==> src/rtl/cache_mem_arbiter.sv <==
// Arbitrates the single physical-memory port between the I-cache and the D-cache.
// Optional ARB_ROUND_ROBIN_EN: alternates grants on simultaneous requests (default: fixed D priority).
module cache_mem_arbiter #(
  parameter int unsigned ADDR_W = 16,
  parameter int unsigned LINE_W = 128
) (
  input  logic              clk,
  input  logic              reset,
  input  logic              i_read,
  input  logic [ADDR_W-1:0] i_addr,
  output logic [LINE_W-1:0] i_rdata,
  output logic              i_resp,
  input  logic              d_read,
  input  logic              d_write,
  input  logic [ADDR_W-1:0] d_addr,
  input  logic [LINE_W-1:0] d_wdata,
  output logic [LINE_W-1:0] d_rdata,
  output logic              d_resp,
  output logic              pmem_read,
  output logic              pmem_write,
  output logic [ADDR_W-1:0] pmem_address,
  output logic [LINE_W-1:0] pmem_wdata,
  input  logic [LINE_W-1:0] pmem_rdata,
  input  logic              pmem_resp
);

  typedef enum logic [1:0] {IDLE, SERVE_I, SERVE_D} state_t;

  state_t            state_q, state_d;
  logic [ADDR_W-1:0] addr_q, addr_d;
  logic [LINE_W-1:0] wdata_q, wdata_d;
  logic              write_q, write_d;
  logic              d_req;
  logic              pick_d;

  assign d_req = d_read | d_write;

`ifdef ARB_ROUND_ROBIN_EN
  // last_d_q: 1 when the D-cache held the most recent grant; resets to I
  logic last_d_q, last_d_d;

  always_comb begin
    if (d_req && i_read) pick_d = ~last_d_q;
    else                 pick_d = d_req;
  end

  always_comb begin
    last_d_d = last_d_q;
    if (state_q == IDLE && (d_req || i_read)) last_d_d = pick_d;
  end

  always_ff @(posedge clk or negedge reset) begin
    if (!reset) last_d_q <= 1'b0;
    else        last_d_q <= last_d_d;
  end
`else
  assign pick_d = d_req;
`endif

  always_comb begin
    state_d    = state_q;
    addr_d     = addr_q;
    wdata_d    = wdata_q;
    write_d    = write_q;
    pmem_read  = 1'b0;
    pmem_write = 1'b0;
    i_resp     = 1'b0;
    d_resp     = 1'b0;
    case (state_q)
      IDLE: begin
        if (pick_d) begin
          state_d = SERVE_D;
          addr_d  = d_addr;
          wdata_d = d_wdata;
          // read+write together is serviced as a write
          write_d = d_write;
        end else if (i_read) begin
          state_d = SERVE_I;
          addr_d  = i_addr;
          write_d = 1'b0;
        end
      end
      SERVE_I: begin
        pmem_read = 1'b1;
        if (pmem_resp) begin
          i_resp  = 1'b1;
          state_d = IDLE;
        end
      end
      SERVE_D: begin
        pmem_read  = ~write_q;
        pmem_write = write_q;
        if (pmem_resp) begin
          d_resp  = 1'b1;
          state_d = IDLE;
        end
      end
      default: state_d = IDLE;
    endcase
  end

  always_ff @(posedge clk or negedge reset) begin
    if (!reset) begin
      state_q <= IDLE;
      addr_q  <= '0;
      wdata_q <= '0;
      write_q <= 1'b0;
    end else begin
      state_q <= state_d;
      addr_q  <= addr_d;
      wdata_q <= wdata_d;
      write_q <= write_d;
    end
  end

  assign pmem_address = addr_q;
  assign pmem_wdata   = wdata_q;
  assign i_rdata      = pmem_rdata;
  assign d_rdata      = pmem_rdata;

endmodule

==> config.mk <==
export PLATFORM = sky130hd
export DESIGN_NAME = cache_mem_arbiter
export DESIGN_NICKNAME = d
export VERILOG_FILES = /design/src/rtl/cache_mem_arbiter.sv
export SDC_FILE = /design/constraint.sdc
export NUM_CORES = 1
export LEC_CHECK = 0
export CORE_AREA = 8 8 262 264
export CTS_BUF_LIST = sky130_fd_sc_hd__clkbuf_8
export DETAILED_ROUTE_END_ITERATION = 7
export DIE_AREA = 0 0 270 272
export GPL_TIMING_DRIVEN = 0
export SYNTH_ARGS = -nofsm -noshare
export SYNTH_HDL_FRONTEND = slang
export SYNTH_SLANG_ARGS = --single-unit
==> constraint.sdc <==
create_clock -name clk -period 1.72 [get_ports clk]
set_clock_uncertainty 0.05 [all_clocks]
set_input_delay 0.344 -clock clk [delete_from_list [all_inputs] [get_ports clk]]
set_output_delay 0.344 -clock clk [all_outputs]
set_load 0.02 [all_outputs]
Word level (Yosys, flattened, before mapping) --
Cells that the tools add are included.
Operators by class: bitwise logic cells 2, muxes and demuxes 13, reduce and logical (&&, ||, !) cells 6, eq/ne operators 4
Operators with widths (count):
- 2-to-1 mux 16 bit | 2
- 2-to-1 mux 1 bit | 6
- 2-to-1 mux 2 bit | 3
- AND reduction 2 bit | 3
- case mux 2 bit (2 select lines) | 1
- != test 3 bit (second input constant) | 1
- equality test 2 x 1 -> 1 bit (second input constant) | 1
- equality test 2 bit (second input constant) | 1
- logical NOT 2 bit | 1
- != test 2 x 1 -> 1 bit (second input constant) | 1
- case mux 1 bit (2 select lines) | 1
- nonzero test 2 bit | 1
- OR reduction 2 bit | 1
- NOT 1 bit | 1
- bitwise OR 1 bit | 1
Storage, ports and cells: input port bits 294, logic and storage cells 29, output and inout port bits 404, register bits 147

Longest topological paths before layout --
Gate-level depths: netlist (run 1).
depth after elaboration 4, mapped depth 6, gate-level depth less buffers 5

Worst setup path after synthesis (run 1) --
OpenSTA, ideal clock, no wires.
path kind reg-to-reg, start reg state_q[0], end reg wdata_q[114], in the netlist pmem_wdata[114], buffers on the path 2, path slack 0.093 ns, data required time 1.545 ns, period minus slack after synthesis 1.627 ns, cell stages (with the launch flop) 7, library setup time 0.125 ns, data arrival time 1.452 ns, cells stage by stage dfrtp_1 > inv_1 > ha_1 > o21ai_1 > buf_2 > buf_6 > mux2_2
Between the ends: word-level cells in the longest chain between the ends 2
Ends and longest elaborated chain:
- start: declaration | line 29 | state_t state_q, state_d;
- start signal: assignment | line 109 | state_q <= state_d;
- logical NOT 2 bit | line 69 | case (state_q)
- AND reduction 2 bit (no source line)
- end signal: assignment | line 111 | wdata_q <= wdata_d;
- end: declaration | line 31 | logic [LINE_W-1:0] wdata_q, wdata_d;
Every way passes these cells. A chain may end at the register's enable or synchronous reset.

Worst setup path in the final report (run 1) --
start reg state_q[1], end out pmem_read
Between the ends: word-level cells in the longest chain between the ends 2, elaborated cells on any way between the ends 3, those cells by class eq/ne: 2; mux: 1
Ends and longest elaborated chain:
- equality test 2 bit or equality test 2 x 1 -> 1 bit (tied branches) | line 69
- case mux 1 bit (2 select lines) (*) | line 69
- end: declaration | line 19 | output logic pmem_read,
Mark *: on every way between the ends. The rest lies on a longest branch, timed or not.

==> flow_summary.toml, run 1 <==
[worst_setup_path]
crit_path_max_incr_delay_ps = 430
crit_family = "flip-flops"
timing.critical_path.buf_inv = 1
worstSetupStartpointType = "flip-flop"
worst_r2r_path_depth = 6
worst_ep_arrival_time_ps = 1560
path_depth = 4
crit_chain = "ha_4, nor2b_4, o21a_1, buf_6"
crit_fanout = 3
crit_required_ps = 1330
cpMaxStageDelayCell = "dfrtp_1"
rrSetupSlack_ps = -140
endpoint_kind = "output port"
criticalPathCategory = "flip-flop to output port"

[outcome]
status = "finished, violations left"
violations = "negative setup slack"

[sta]
finalCritPeriodShare_pct = 113.6
maxSlewHeadroom_pct = 56.42
finalSetupTns_ps = -12440
worst_slack_ps = -234.3
hold_ws_ps = 278.2
setup_violations = 120
rsz0062_at_grt = "yes"
drv_slew = 0
fmax_ghz = 0.5117
worst_pin_slew_ps = 653.7
hold_violations = 0
finalCriticalPeriod_ps = 1954

[route]
post-route-drc-count = 0
via_per_inst = 3.079
first_pass_iters = 4
wire_per_inst_microns = 16.40
ant_nets = 0
wl_mm = 34.31
drt_iter0_drc = 140
vias = 6441

[floorplan]
die-area_sq_um = 73440
dieHeight_microns = 272
core-area_sq_um = 64800
die_w_microns = 270
pin_count = 698
initial_utilization_pct = 11.75
std_cell_rows = 94

[clock_tree]
cts_tree = "built"
clock_latency_ps = 510
cts_sinks = 147
numCtsBuffers = 17
clk_pin_slew_ps = 90
htreeDepth = 4
clockRootBuffer = "clkbuf_8"
cts_buffer_depth = 2

[finish]
nets = 1512
fin_area_sq_um = 15050
syn_to_final_growth_pct = 97.59
final_common_cell = "clkdlybuf4s50_1"
antenna_cells = 0
layout-drive-gt1-share_pct = 34.53
final_cell_mix = "420 x clkdlybuf4s50_1, 266 x buf_4, 146 x dfrtp_1"
fillCellCount = 6913

[synthesis]
syn_avg_cell_area_sq_um = 12.33
ys_seq_elements = 147
ys_async_sr_fraction_pct = 100.0
yosysUniqueCellTypes = 22
syn_area_sq_um = 7617
syn-instance-count = 618
yosys_most_used_dff = "dfrtp_1"
synth-edff-count = 0
ys_seq_area_share_pct = 48.29
yosys_warnings = 0
syn_nets = 915

[grt]
grt_use_total_pct = 9.106
grt_pass1_wl_mm = 49.62
antenna_found_initial = 3
grt_max_degree = 78
grt_pass1_vias = 7421
grt-ovfl-total = 0

[power_and_ir_drop]
power.leakage_nw = 6.408
ir_drop_mv = 0.6568
power_density_nw_per_um2 = 1397

[placed_design]
routabilityCongestion = 0.7675
place.port_buffers = 569
dpl_cell_area_sq_um = 14430
hpwl_mm = 28.51

[flow_run]
cap_viol_max_count = 0

[min_path]
hp-class = "input port to asynchronous set/reset pin"
[sequential cells by signal, indices dropped and copies added, names as in the netlist]
name,cells
pmem_address,16
pmem_wdata,128
state_q,2
write_q,1
[layer usage]
metal / GRT usage, % / routed length [microns]
met1: 8.934 / 12180
met2: 15.85 / 17350
met3: 5.034 / 3890
met4: 3.768 / 881
met5: 0 / 11
[final timing paths]
| check | startpoint | end |
|---|---|---|
| min in group clk | d_wdata[85] | pmem_wdata[85]$_DFFE_PN0P_ |
| setup / recovery | state_q[1]$_DFFE_PN0P_ | pmem_read |
| setup reg to reg | state_q[1]$_DFFE_PN0P_ | pmem_wdata[108]$_DFFE_PN0P_ |
| hold reg to reg | pmem_address[2]$_DFFE_PN0P_ | pmem_address[2]$_DFFE_PN0P_ |
| max in group asynchronous | reset | pmem_wdata[19]$_DFFE_PN0P_ |
| hold / removal | reset | pmem_wdata[11]$_DFFE_PN0P_ |
[cell usage after synthesis, types with 2 or more instances]
cell type / n / area, sq um
nand2_1: 16 / 60.06
o21ai_1: 3 / 15.01
o21ai_0: 14 / 70.07
mux2_2: 27 / 304.0
buf_2: 5 / 25.02
inv_1: 3 / 11.26
buf_4: 267 / 2004
nor2b_1: 2 / 12.51
a21oi_1: 3 / 15.01
and2_1: 3 / 18.77
mux2i_1: 16 / 160.2
dfrtp_1: 147 / 3679
mux2_1: 101 / 1137
ha_1: 3 / 37.54
[per-stage QoR]
stage / util (%) / total power [mW] / worst slack, ps / std cells
final: 23.22 / 21.02 / -234.3 / 2092
after global routing: 23.22 / 22.45 / -383.8 / 2092
after CTS: 23.27 / 21.70 / -337.9 / 2090
after detailed placement: 22.26 / 18.34 / -933.6 / 2052
after global placement: 22.21 / 18.17 / -6502 / 2051
after floorplan: - / 11.99 / 92.86 / 618
[cell type report]
type | instances | area, sq um | share of cell area, %
well taps | 864 | 1081 | 7.183
clock buffers | 19 | 261.5 | 1.737
flip-flops and latches | 147 | 3680 | 24.45
repair buffers | 578 | 5757 | 38.25
inverters | 3 | 11.26 | 0.07482
clock inverters | 13 | 206.4 | 1.372
multi-input cells | 194 | 1919 | 12.75
plain buffers | 274 | 2135 | 14.18
[power breakdown]
group	leakage (nW)	total, mW	switching, mW	internal [mW]
sequential	1.73	6.19	0.949	5.24
combinational	4.44	11.5	6.06	5.44
clock	0.237	3.34	1.53	1.80
total	6.41	21.0	8.54	12.5
[repair_timing]
action	CTS	global route
buffers inserted	4	2
gates resized for setup	423	20
pin swaps	1	1
gates cloned	1	0
hold buffers	1	0
endpoints found under the hold margin	70	0
setup endpoints to repair	277	151
[logic make-up after synthesis]
group / Yosys count / share of synthesized area (%)
AO/OA/AOI/OAI: 24 / 1.774
buffers and inverters: 277 / 26.99
adder cells (fa/ha/maj): 3 / 0.4928
AND/OR/NAND/NOR: 23 / 1.429
multiplexers: 144 / 21.02
flip-flops: 147 / 48.29
Note: power is estimated with default switching activity, not from simulation.
==> run 2: changes to the inputs <==
--- a/config.mk
+++ b/config.mk
@@ -13,3 +13,4 @@
 export SYNTH_ARGS = -nofsm -noshare
 export SYNTH_HDL_FRONTEND = slang
 export SYNTH_SLANG_ARGS = --single-unit
+export TNS_END_PERCENT = 1
==> run 2 against run 1 <==
The run still ends with negative setup slack left; clock power barely moved; cell area fell by 0.14%; worst setup slack got worse by 1.5 ps; worst hold slack got worse by 3.0 ps; critical path type unchanged; largest cell class unchanged; largest power group unchanged.
==> flow_summary.toml, run 2 (same netlist as run 1, synthesis figures left out) <==
[floorplan]
core-area_sq_um = 64800
initial_utilization_pct = 11.75
pin_count = 698
std_cell_rows = 94
dieHeight_microns = 272
die_w_microns = 270
die-area_sq_um = 73440

[grt]
antenna_found_initial = 3
grt_use_total_pct = 9.097
grt_pass1_vias = 7397
grt-ovfl-total = 0
grt_pass1_wl_mm = 49.53
grt_max_degree = 78

[route]
ant_nets = 0
via_per_inst = 3.070
drt_iter0_drc = 126
first_pass_iters = 4
wl_mm = 34.26
vias = 6410
wire_per_inst_microns = 16.41
post-route-drc-count = 0

[power_and_ir_drop]
p_sw_mw = 8.528
p_comb_share_pct = 54.5
ir_drop_mv = 0.6511
power.leakage_nw = 6.380
total_power_mw = 20.94
power_frac_clock_pct = 16.0
seqPwrFrac_pct = 29.6
power_density_nw_per_um2 = 1393
p_sw_share_pct = 40.72
p_int_mw = 12.41

[outcome]
violations = "negative setup slack"
status = "finished, violations left"

[sta]
worst_pin_slew_ps = 649.7
drv_slew = 0
worst_slack_ps = -235.8
rsz0062_at_grt = "yes"
finalCriticalPeriod_ps = 1956
finalSetupTns_ps = -11620
setup_violations = 122
hold_violations = 0
maxSlewHeadroom_pct = 56.68
fmax_ghz = 0.5113
finalCritPeriodShare_pct = 113.7

[finish]
fin_area_sq_um = 15030
multi_input_area_sq_um = 1909
fin_cells = 2088
largest_reg_flops = 128
nets = 1507
syn_to_final_growth_pct = 97.31
final_cell_mix = "420 x clkdlybuf4s50_1, 262 x buf_4, 146 x dfrtp_1"
final_core_util_pct = 23.19
final_common_cell = "clkdlybuf4s50_1"
fillCellCount = 6915
layout-drive-gt1-share_pct = 34.10
seqCellArea_sq_um = 3680

[worst_setup_path]
endpoint_kind = "output port"
worst_ep_arrival_time_ps = 1560
crit_fanout = 3
crit_required_ps = 1330
worstSetupStartpointType = "flip-flop"
criticalPathCategory = "flip-flop to output port"

[clock_tree]
numCtsBuffers = 17
cts_buffer_depth = 2
htreeDepth = 4
clockRootBuffer = "clkbuf_8"
cts_sinks = 147
cts_tree = "built"
clk_pin_slew_ps = 90
clock_latency_ps = 510

[placed_design]
dp.cells = 2052
place.port_buffers = 569
routabilityCongestion = 0.7675
hpwl_mm = 28.51
dpl_cell_area_sq_um = 14430

[flow_run]
cap_viol_max_count = 0

[min_path]
hp-class = "input port to asynchronous set/reset pin"
run 2: changes by cell type in the layout (fill, tap and decap cells not counted):
cell / change
nor2b_4: -1
buf_8: -1
nor2b_1: +1
clkdlybuf4s15_2: +5
and2_1: +1
diode_2: +1
buf_4: -4
buf_2: -5
and2_4: -1
run 2: worst paths after layout:
path / start / to / slack [ps] / cells past startpoint
setup / recovery: state_q[1]$_DFFE_PN0P_ / pmem_read / -240 / 4
hold / removal: reset / pmem_wdata[11]$_DFFE_PN0P_ / 280 / 2
setup reg to reg: state_q[1]$_DFFE_PN0P_ / pmem_wdata[119]$_DFFE_PN0P_ / -130 / 6
hold reg to reg: pmem_address[2]$_DFFE_PN0P_ / pmem_address[2]$_DFFE_PN0P_ / 430 / 2
max in group asynchronous: reset / pmem_wdata[21]$_DFFE_PN0P_ / 500 / 3
min in group clk: d_wdata[85] / pmem_wdata[85]$_DFFE_PN0P_ / 360 / 2
run 2: what timing repair did:
action / in CTS / in global routing
hold buffers: 1 / 0
gates resized for setup: 412 / 16
buffers inserted: 1 / 0
pin swaps: 1 / 0
gates cloned: 1 / 0
endpoints found under the setup margin: 277 / 155
hold endpoints to repair: 70 / 0
run 2: power groups by stage:
stage	clock (mW)	combinational, mW	sequential, mW
6_report	3.34	11.4	6.19
5_1_grt	3.71	12.2	6.44
4_1_cts	3.63	11.8	6.22
3_5_place_dp	0	12.1	6.25
3_3_place_gp	0	12.0	6.16
2_1_floorplan	0	3.69	8.30
run 2: final cells by class:
type / count / share of cell area (%)
flip-flops and latches: 147 / 24.48
clock buffers: 19 / 1.740
clock inverters: 13 / 1.374
plain buffers: 274 / 14.15
inverters: 3 / 0.07493
well taps: 864 / 7.193
repair buffers: 573 / 38.26
diodes: 1 / 0.01665
multi-input cells: 194 / 12.70
run 2: metal layers:
metal | up-vias | track usage (%) | share of wire (%)
met5 | - | 0 | 0.032
met2 | 390 | 15.76 | 50
met3 | 35 | 5.034 | 11
li1 | 2963 | - | -
met1 | 3020 | 8.923 | 36
met4 | 2 | 3.909 | 2.8
run 2: per-stage QoR:
| step | setup WS, ps | hold WS [ps] |
|---|---|---|
| 6_report | -235.8 | 275.2 |
| 2_1_floorplan | 92.86 | -1.591 |
| 3_5_place_dp | -933.6 | 283.7 |
| 4_1_cts | -338.1 | 219.9 |
| 5_1_grt | -371.1 | 257.0 |
| 3_3_place_gp | -6502 | 412.2 |
run 2: worst max-delay path, cell delays in order (launching register included):
cell     delay, ps
dfrtp_1        420
inv_2           70
ha_1           300
o21a_1         140
buf_6          120
